==> src/rtl/fifo_arb_pkg.sv <==
// Shared definitions for the fifo_arb block: FSM state encoding and a
// constant-evaluable ceil(log2) helper used to size counters and indices.
package fifo_arb_pkg;

    typedef enum logic {
        ST_IDLE  = 1'b0,
        ST_GRANT = 1'b1
    } state_t;

    // Smallest number of bits able to index 'value' distinct items (min 1).
    function automatic int clog2(input int value);
        int res;
        res = 1;
        for (int i = 1; i < 31; i++) begin
            if ((32'sd1 <<< i) < value) begin
                res = i + 1;
            end else begin
                res = res;
            end
        end
        return res;
    endfunction

endpackage

==> src/rtl/fifo_arb_rr_pick.sv <==
// Combinational round-robin search: the first set request found starting
// one past 'last' and wrapping, returned as a one-hot vector (zero if none).
module rr_pick
    import fifo_arb_pkg::*;
#(
    parameter int N = 4
) (
    input  logic [N-1:0]          req,
    input  logic [clog2(N)-1:0]   last,
    output logic [N-1:0]          pick
);

    localparam int LW = clog2(N);

    logic [LW-1:0] idx_s;
    logic          found_s;

    // Walk the ring once from last+1; only the first hit sets its pick bit.
    always_comb begin
        pick    = '0;
        found_s = 1'b0;
        idx_s   = '0;
        for (int k = 1; k <= N; k++) begin
            idx_s       = LW'((int'(last) + k) % N);
            pick[idx_s] = req[idx_s] & ~found_s;
            found_s     = found_s | req[idx_s];
        end
    end

endmodule

==> src/rtl/fifo_arb.sv <==
// N-way round-robin arbiter feeding one shared downstream FIFO; a grant lasts
// up to B transfers and is always followed by one IDLE arbitration cycle.
module fifo_arb
    import fifo_arb_pkg::*;
#(
    parameter int dw = 8,
    parameter int N  = 4,
    parameter int B  = 4
) (
    input  logic            clk,
    input  logic            rstn,
    input  logic [N*dw-1:0] d_in,
    input  logic [N-1:0]    req_in,
    output logic [N-1:0]    ack_in,
    output logic [dw-1:0]   d_out,
    output logic            req_out,
    input  logic            ack_out,
    output logic [N-1:0]    gnt
);

    localparam int            LW       = clog2(N);
    localparam int            CW       = clog2(B + 1);
    localparam logic [CW-1:0] CNT_LAST = CW'(B - 1);
    localparam logic [LW-1:0] LAST_RST = LW'(N - 1);

    state_t        state_r, state_nxt_s;
    logic [N-1:0]  gnt_r, gnt_nxt_s, pick_s;
    logic [CW-1:0] cnt_r, cnt_nxt_s;
    logic [LW-1:0] last_r, last_nxt_s, gidx_r, gidx_nxt_s, pick_idx_s;
    logic          granted_s, xfer_s;

    rr_pick #(.N(N)) u_rr_pick (
        .req  (req_in),
        .last (last_r),
        .pick (pick_s)
    );

    // One-hot pick to binary index; the granted index is kept alongside gnt.
    always_comb begin
        pick_idx_s = '0;
        for (int i = 0; i < N; i++) begin
            pick_idx_s = pick_idx_s | (pick_s[i] ? LW'(i) : LW'(0));
        end
    end

    // Output mux; ack_out reaches only ack_in, everything else follows state.
    always_comb begin
        granted_s = (state_r == ST_GRANT);
        req_out   = 1'b0;
        d_out     = '0;
        ack_in    = '0;
        if (granted_s) begin
            req_out = req_in[gidx_r];
            d_out   = d_in[int'(gidx_r) * dw +: dw];
            ack_in  = gnt_r & {N{ack_out}};
        end else begin
            req_out = 1'b0;
            d_out   = '0;
            ack_in  = '0;
        end
        xfer_s = granted_s & req_out & ack_out;
    end

    // Next-state logic: arbitrate in IDLE, count transfers in GRANT.
    always_comb begin
        state_nxt_s = state_r;
        gnt_nxt_s   = gnt_r;
        cnt_nxt_s   = cnt_r;
        last_nxt_s  = last_r;
        gidx_nxt_s  = gidx_r;
        case (state_r)
            ST_IDLE: begin
                if (|req_in) begin
                    state_nxt_s = ST_GRANT;
                    gnt_nxt_s   = pick_s;
                    gidx_nxt_s  = pick_idx_s;
                    cnt_nxt_s   = '0;
                end else begin
                    state_nxt_s = ST_IDLE;
                    gnt_nxt_s   = '0;
                end
            end
            ST_GRANT: begin
                // Release on requester drop or on the final transfer of the burst.
                if (!req_in[gidx_r] || (xfer_s && (cnt_r == CNT_LAST))) begin
                    state_nxt_s = ST_IDLE;
                    gnt_nxt_s   = '0;
                    cnt_nxt_s   = '0;
                    last_nxt_s  = gidx_r;
                end else if (xfer_s) begin
                    cnt_nxt_s = cnt_r + CW'(1'b1);
                end else begin
                    cnt_nxt_s = cnt_r;
                end
            end
            default: begin
                state_nxt_s = ST_IDLE;
                gnt_nxt_s   = '0;
                cnt_nxt_s   = '0;
            end
        endcase
    end

    // State registers with synchronous active-low reset.
    always_ff @(posedge clk) begin
        if (!rstn) begin
            state_r <= ST_IDLE;
            gnt_r   <= '0;
            cnt_r   <= '0;
            last_r  <= LAST_RST;
            gidx_r  <= '0;
        end else begin
            state_r <= state_nxt_s;
            gnt_r   <= gnt_nxt_s;
            cnt_r   <= cnt_nxt_s;
            last_r  <= last_nxt_s;
            gidx_r  <= gidx_nxt_s;
        end
    end

    assign gnt = gnt_r;

endmodule

==> config.mk <==
export PLATFORM = sky130hd
export DESIGN_NAME = fifo_arb
export DESIGN_NICKNAME = d
export VERILOG_FILES = /design/src/rtl/fifo_arb_pkg.sv /design/src/rtl/fifo_arb_rr_pick.sv /design/src/rtl/fifo_arb.sv
export SDC_FILE = /design/constraint.sdc
export NUM_CORES = 1
export LEC_CHECK = 0
export CORE_MARGIN = 10
export CORE_UTILIZATION = 38
export DETAILED_ROUTE_END_ITERATION = 16
export GPL_TIMING_DRIVEN = 0
export PLACE_DENSITY = 0.77
export SLEW_MARGIN = 10
export SYNTH_ARGS = -nofsm -noshare
export SYNTH_HDL_FRONTEND = slang
export SYNTH_SLANG_ARGS = --single-unit
==> constraint.sdc <==
create_clock -name clk -period 2.4 [get_ports clk]
set_clock_uncertainty 0.05 [all_clocks]
set_input_delay 0.24 -clock clk [delete_from_list [all_inputs] [get_ports clk]]
set_output_delay 0.24 -clock clk [all_outputs]
set_load 0.05 [all_outputs]
Word level (Yosys, flattened, before mapping)
Index checks and enable logic that the tools add are counted.
{"block": "totals", "regBits": 12, "in_bits": 39, "output_inout_bits": 17}
{"block": "classes", "addsub": 5, "magnitude_cmp": 9, "n_eq_ne": 4, "shifts": 1, "mux": 37, "n_bitwise": 15, "reduce_logical": 11}
{"op": "$shiftx 32x6->8", "count": 1}
{"op": "$lt 2x3->1 const B", "count": 5}
{"op": "$mux 1", "count": 13}
{"op": "$bwmux 4", "count": 3}
{"op": "$mux 4", "count": 3}
{"op": "$bmux 1 s2", "count": 5}
{"op": "$mux 3", "count": 3}
{"op": "$and 4x4->4", "count": 2}
{"op": "$demux 1 s2", "count": 4}
{"op": "$ge 2x1->1 const B", "count": 4}
{"op": "$mux 8", "count": 1}
{"op": "$pmux 4 s2", "count": 1}
{"op": "$pmux 3 s2", "count": 1}
{"op": "$reduce_and 2->1", "count": 3}
{"op": "$and 1x1->1", "count": 5}
{"op": "$logic_and 1x1->1", "count": 5}
{"op": "$add 2x1->2 const B", "count": 2}
{"op": "$add 2x2->2 const B", "count": 2}
{"op": "$mux 2", "count": 2}
{"op": "$not 1->1", "count": 4}
{"op": "$reduce_or 4->1", "count": 1}
{"op": "$add 3x1->3 const B", "count": 1}
{"op": "$eq 3x2->1 const B", "count": 1}
{"op": "$ne 3x1->1 const B", "count": 1}
{"op": "8 further kinds", "count": 9}

Longest topological paths before layout
{"block": "logic_depth", "ltp_word": 12, "depth_mapped": 8}

Modules after synthesis
From an unflattened synthesis, not the netlist that was laid out.
{"block": "unflattened", "hier_cells": 121, "area_unflattened_um2": 1313.8}
{"module": "fifo_arb", "instances": 1, "cells_each": 87, "area_per_inst_um2": 919.6}
{"module": "rr_pick", "instances": 1, "cells_each": 34, "area_per_inst_um2": 394.1}

Worst setup path after synthesis
No wires, ideal clock.
{"block": "synth_path", "path_type": "register to register", "startpoint": "reg last_r[0]", "endpoint": "reg gidx_r[0]", "t_arrival_ps": 2043, "required_time_ps": 2213, "slack_ps": 170, "path_stages_with_launch": 9, "path_buffers": 1, "synth_period_minus_slack_ps": 2230, "path_cell_list": "dfxtp_1 > buf_6 > inv_1 > ha_1 > mux4_2 > nor4b_1 > a2111o_1 > o21ai_0 > a31oi_1"}
{"block": "synth_via", "elab_chain_len": 12}
{"item": "from (decl)", "line": "fifo_arb.sv:29", "source": "logic [LW-1:0] last_r, last_nxt_s, gidx_r, gidx_nxt_s, pick_idx_s;"}
{"item": "from (signal assigned)", "line": "fifo_arb.sv:116", "source": "last_r <= last_nxt_s;"}
{"item": "$add 2x1->2", "line": "fifo_arb_rr_pick.sv:24", "source": "idx_s = LW'((int'(last) + k) % N);"}
{"item": "$lt 2x3->1 (implied by the code) / $ge 2x1->1 (equally long branches)", "line": "fifo_arb_rr_pick.sv:25", "source": "pick[idx_s] = req[idx_s] & ~found_s;"}
{"item": "$logic_and 1x1->1 (implied by the code)", "line": "fifo_arb_rr_pick.sv:25"}
{"item": "$mux 1 (implied by the code)", "line": "fifo_arb_rr_pick.sv:25"}
{"item": "$demux 1 s2"}
{"item": "$and 4x4->4 (no source line)"}
{"item": "$bwmux 4 (2 in a row)", "line": "fifo_arb_rr_pick.sv:25"}
{"item": "$bwmux 4 *", "line": "fifo_arb_rr_pick.sv:25"}
{"item": "$mux 1", "line": "fifo_arb.sv:42", "source": "pick_idx_s = pick_idx_s | (pick_s[i] ? LW'(i) : LW'(0));"}
{"item": "$or 1x2->2", "line": "fifo_arb.sv:42"}
{"item": "$or 2x2->2 *", "line": "fifo_arb.sv:42"}
{"item": "to (signal assigned)", "line": "fifo_arb.sv:117", "source": "gidx_r <= gidx_nxt_s;"}
{"item": "to (decl)", "line": "fifo_arb.sv:29"}
Mark *: on every way between the ends. The rest lies on a longest branch, timed or not. The select of a mux whose other input is x is not followed.
A chain may end at the register's enable or synchronous reset.

Final worst setup path
{"block": "layout_path", "startpoint": "reg last_r[0]", "endpoint": "reg gnt_r[0], in the netlist gnt[0]"}
{"block": "layout_via", "elab_chain_len": 11}
{"item": "$add 2x1->2", "line": "fifo_arb_rr_pick.sv:24"}
{"item": "$lt 2x3->1 (implied by the code) / $ge 2x1->1 (equally long branches)", "line": "fifo_arb_rr_pick.sv:25"}
{"item": "$logic_and 1x1->1 (implied by the code)", "line": "fifo_arb_rr_pick.sv:25"}
{"item": "$mux 1 (implied by the code)", "line": "fifo_arb_rr_pick.sv:25"}
{"item": "$demux 1 s2"}
{"item": "$and 4x4->4 (no source line)"}
{"item": "$bwmux 4 (2 in a row)", "line": "fifo_arb_rr_pick.sv:25"}
{"item": "$bwmux 4 *", "line": "fifo_arb_rr_pick.sv:25"}
{"item": "$mux 4 *", "line": "fifo_arb.sv:73", "source": "if (|req_in) begin"}
{"item": "$pmux 4 s2 *", "line": "fifo_arb.sv:71", "source": "case (state_r)"}
{"item": "to (signal assigned)", "line": "fifo_arb.sv:114", "source": "gnt_r <= gnt_nxt_s;"}
{"item": "to (decl)", "line": "fifo_arb.sv:27", "source": "logic [N-1:0] gnt_r, gnt_nxt_s, pick_s;"}
Marks and branches as above.

==> out/qor.csv <==
stage,metric,value,unit
status,run status,"finished, final reports clean",
setup_path,crit start category,register,
setup_path,crit-path cells,buf_8 > clkinvlp_4 > ha_1 > mux4_2 > buf_4 > nor2b_1 > a22oi_1 > o2111a_1 > a211oi_1,
final_layout,share of layout cells above drive strength 1,17.3,%
final_layout,Post-layout nets,252,
routing,DR pass1 iterations,4,
power,Pleak,0.806,nW
place,Area after DPL,1860,um2
worst_hold_path,Tightest Hold Check Type,register to register,
setup_path,critical path arrival,2.50,ns
timing,period utilization,98.0,%
global_routing,pin count of the biggest net entering global routing,11,
run,max capacitance violation total,0,
global_routing,GRT overflow,0,
logic_synthesis,ys async rst share,0,%
global_routing,vias in the first global route,1273,
floorplan,Die Height,77.5,um
clocking,cts bufs inserted,3,
power,Pwr Density,535,nW/um2
place,RePlAce Congestion,0.861,
final_layout,Area growth syn-to-layout,56.5,%
global_routing,global-route wire length before repair,6.77,mm
final_layout,fill count,278,
final_layout,register area,245,um2
routing,ANT nets after route,0,
clocking,CTS tree,yes,
logic_synthesis,top_reg_cell synth,dfxtp_1,
logic_synthesis,"EDFF count, synth",0,
floorplan,number of top-level design ports,56,
timing,Fmax,425,MHz
floorplan,Core Region,3100,um2
setup_path,Worst Setup End Kind,register,
timing,"Slew Viols, Final",0,
final_layout,area of the multi-input gates,961,um2
timing,worst-margin pin slew,0.529,ns
setup_path,Crit Path Class,register to register,
logic_synthesis,Post-Synth Simple-Gate Area,22.4,%
clocking,CTS max path bufs,2,
clocking,H-Tree Depth,1,
routing,drt initial violations,80,
logic_synthesis,area of the mapped netlist,1260,um2
power,Pwr Total,1.05,mW
logic_synthesis,nets in the synthesized netlist,185,
floorplan,row count,20,
place,PortBufs,55,
logic_synthesis,post-synthesis xor/xnor area fraction,0,%
routing,DRC viols,0,
timing,Fin. Hold Viols,0,
clocking,"Clk Latency, worst-skew pair",0.28,ns
timing,WHS,0.435,ns
setup_path,slowest CP cell,dfxtp_4,
clocking,# clock sinks,12,
logic_synthesis,yosys warns,0,
logic_synthesis,main combinational cell family by area after synthesis,multiplexers,
setup_path,worst stage delay on the critical path,0.36,ns
timing,relative slew slack,64.6,%
logic_synthesis,post-synthesis mux area share,23.1,%
logic_synthesis,"flops & latches, synth",12,
timing,Period minus WS final,2.35,ns
logic_synthesis,Syn Area/Cell,9.24,um2
place,hpwl dp,3.36,mm
routing,DR WL/cell,17.6,um
setup_path,CP required,2.55,ns
floorplan,DIE AREA,6010,um2
power,worst vdd ir,0.213,mV
setup_path,crit-path max FO,9,
final_layout,final instance area,1970,um2
routing,detailed-route wire length,4.32,mm
clocking,clock-pin slew on the worst setup and hold paths,0.08,ns
final_layout,antenna cells,0,
routing,Via Count,1374,
global_routing,initial antenna violation count,0,
clocking,root buffer cell,clkbuf_4,
logic_synthesis,Mapped Cells,136,
routing,Via density,5.59,
floorplan,Initial Utilization,40.5,%
global_routing,gr usage total,13.5,%
floorplan,die extent in x,77.5,um
logic_synthesis,Synth Area in Compound Gates,20.1,%
logic_synthesis,area share of fa/ha/maj cells after synthesis,9.96,%
logic_synthesis,post-synthesis sequential area ratio,19.1,%
timing,# setup viols final,0,
logic_synthesis,Yosys cell types,41,
## final timing paths
path / from / endpoint / slack [ns] / cells past startpoint
hold reg to reg: gnt[1] / gnt[1] / 0.43 / 2
setup reg to reg: last_r[0] / gnt[0] / 0.05 / 9
hold / removal: gnt[1] / gnt[1] / 0.43 / 2
setup / recovery: last_r[0] / gnt[0] / 0.05 / 9
## power by group
part / switching (mW) / total [mW] / internal, mW
registers: 0.0211 / 0.244 / 0.223
clock network: 0.0695 / 0.162 / 0.0923
logic: 0.344 / 0.647 / 0.303
total: 0.434 / 1.05 / 0.618
## metal layers
| layer | up-vias | share of wire [%] | GRT usage [%] |
|---|---|---|---|
| li1 | 657 | - | - |
| met1 | 641 | 49 | 18.2 |
| met2 | 74 | 44 | 20.8 |
| met3 | 2 | 7.3 | 3.46 |
| met4 | 0 | 0.19 | 3.83 |
| met5 | - | 0 | 0 |
## kinds of logic after synthesis
kind of cell,Yosys count
compound gates,36
fa+ha+maj,10
buf+inv,15
flops,12
mux,14
simple gates,49
## worst max-delay path, delay by kind of cell (launching register included)
kind / cells / cell delay (ns)
AOI/OAI and AO/OA: 3 / 0.56
buffers and inverters: 3 / 0.44
DFF: 1 / 0.36
muxes: 1 / 0.36
adders and majority gates: 1 / 0.35
and+or+nand+nor: 1 / 0.16
## flip-flops by register name (all words and copies together), names as in the netlist
signal     flops
gnt            4
granted_s      1
gidx_r         2
cnt_r          3
last_r         2
## cells in the final DEF, fill, tap and decap left out, drive strengths merged, types with 2 or more instances in the layout
cell type,instances
o21ai,6
clkbuf,9
a32o,2
a211oi,2
o32ai,2
and3,5
nand3b,2
nor2,10
nor3b,2
dlygate4sd2,10
clkdlybuf4s50,45
buf,8
inv,8
o211ai,3
ha,10
dfxtp,12
a22oi,2
mux2i,2
a21o,2
nor3,2
a31oi,2
and2,10
nand3,2
a21oi,9
nand2b,2
mux4,12
nor4b,2
nand2,7
## timing repair
item / in CTS / in global routing
hold buffers: 0 / 0
setup buffers: 1 / 6
setup endpoints to repair: 15 / 14
pin swaps: 0 / 2
gates resized for setup: 14 / 6
## synthesized netlist by cell type (all sizes together) (3+ instances only)
cell     n  area, um2
o211ai   3       22.5
nor2    10       37.5
a21oi    9       48.8
ha      10        125
and2    10       62.6
and3     5       31.3
dfxtp   12        240
o21ai    6       30.0
inv      9       33.8
clkbuf   4       16.3
mux4    12        270
nand2    7       26.3
## through the flow
step	cells	utilization, %	TNS, ns	worst slack (ns)
global route	246	63.3	-0.0117	-0.0117
finish	246	63.3	0	0.0484
detailed placement	235	60.0	-0.475	-0.170
CTS	240	61.2	0	0.00837
global placement	235	60.0	-0.315	-0.142
floorplan	136	-	0	0.170
## cell type report
| type | count | area share, % |
|---|---|---|
| sequential | 12 | 12.5 |
| buffer | 6 | 2.04 |
| multi-input combinational | 109 | 48.9 |
| tap | 44 | 2.80 |
| clock buffer | 4 | 1.85 |
| timing repair buffer | 62 | 30.0 |
| inverter | 9 | 1.91 |
No activity file was read; power rests on OpenSTA's default activity.
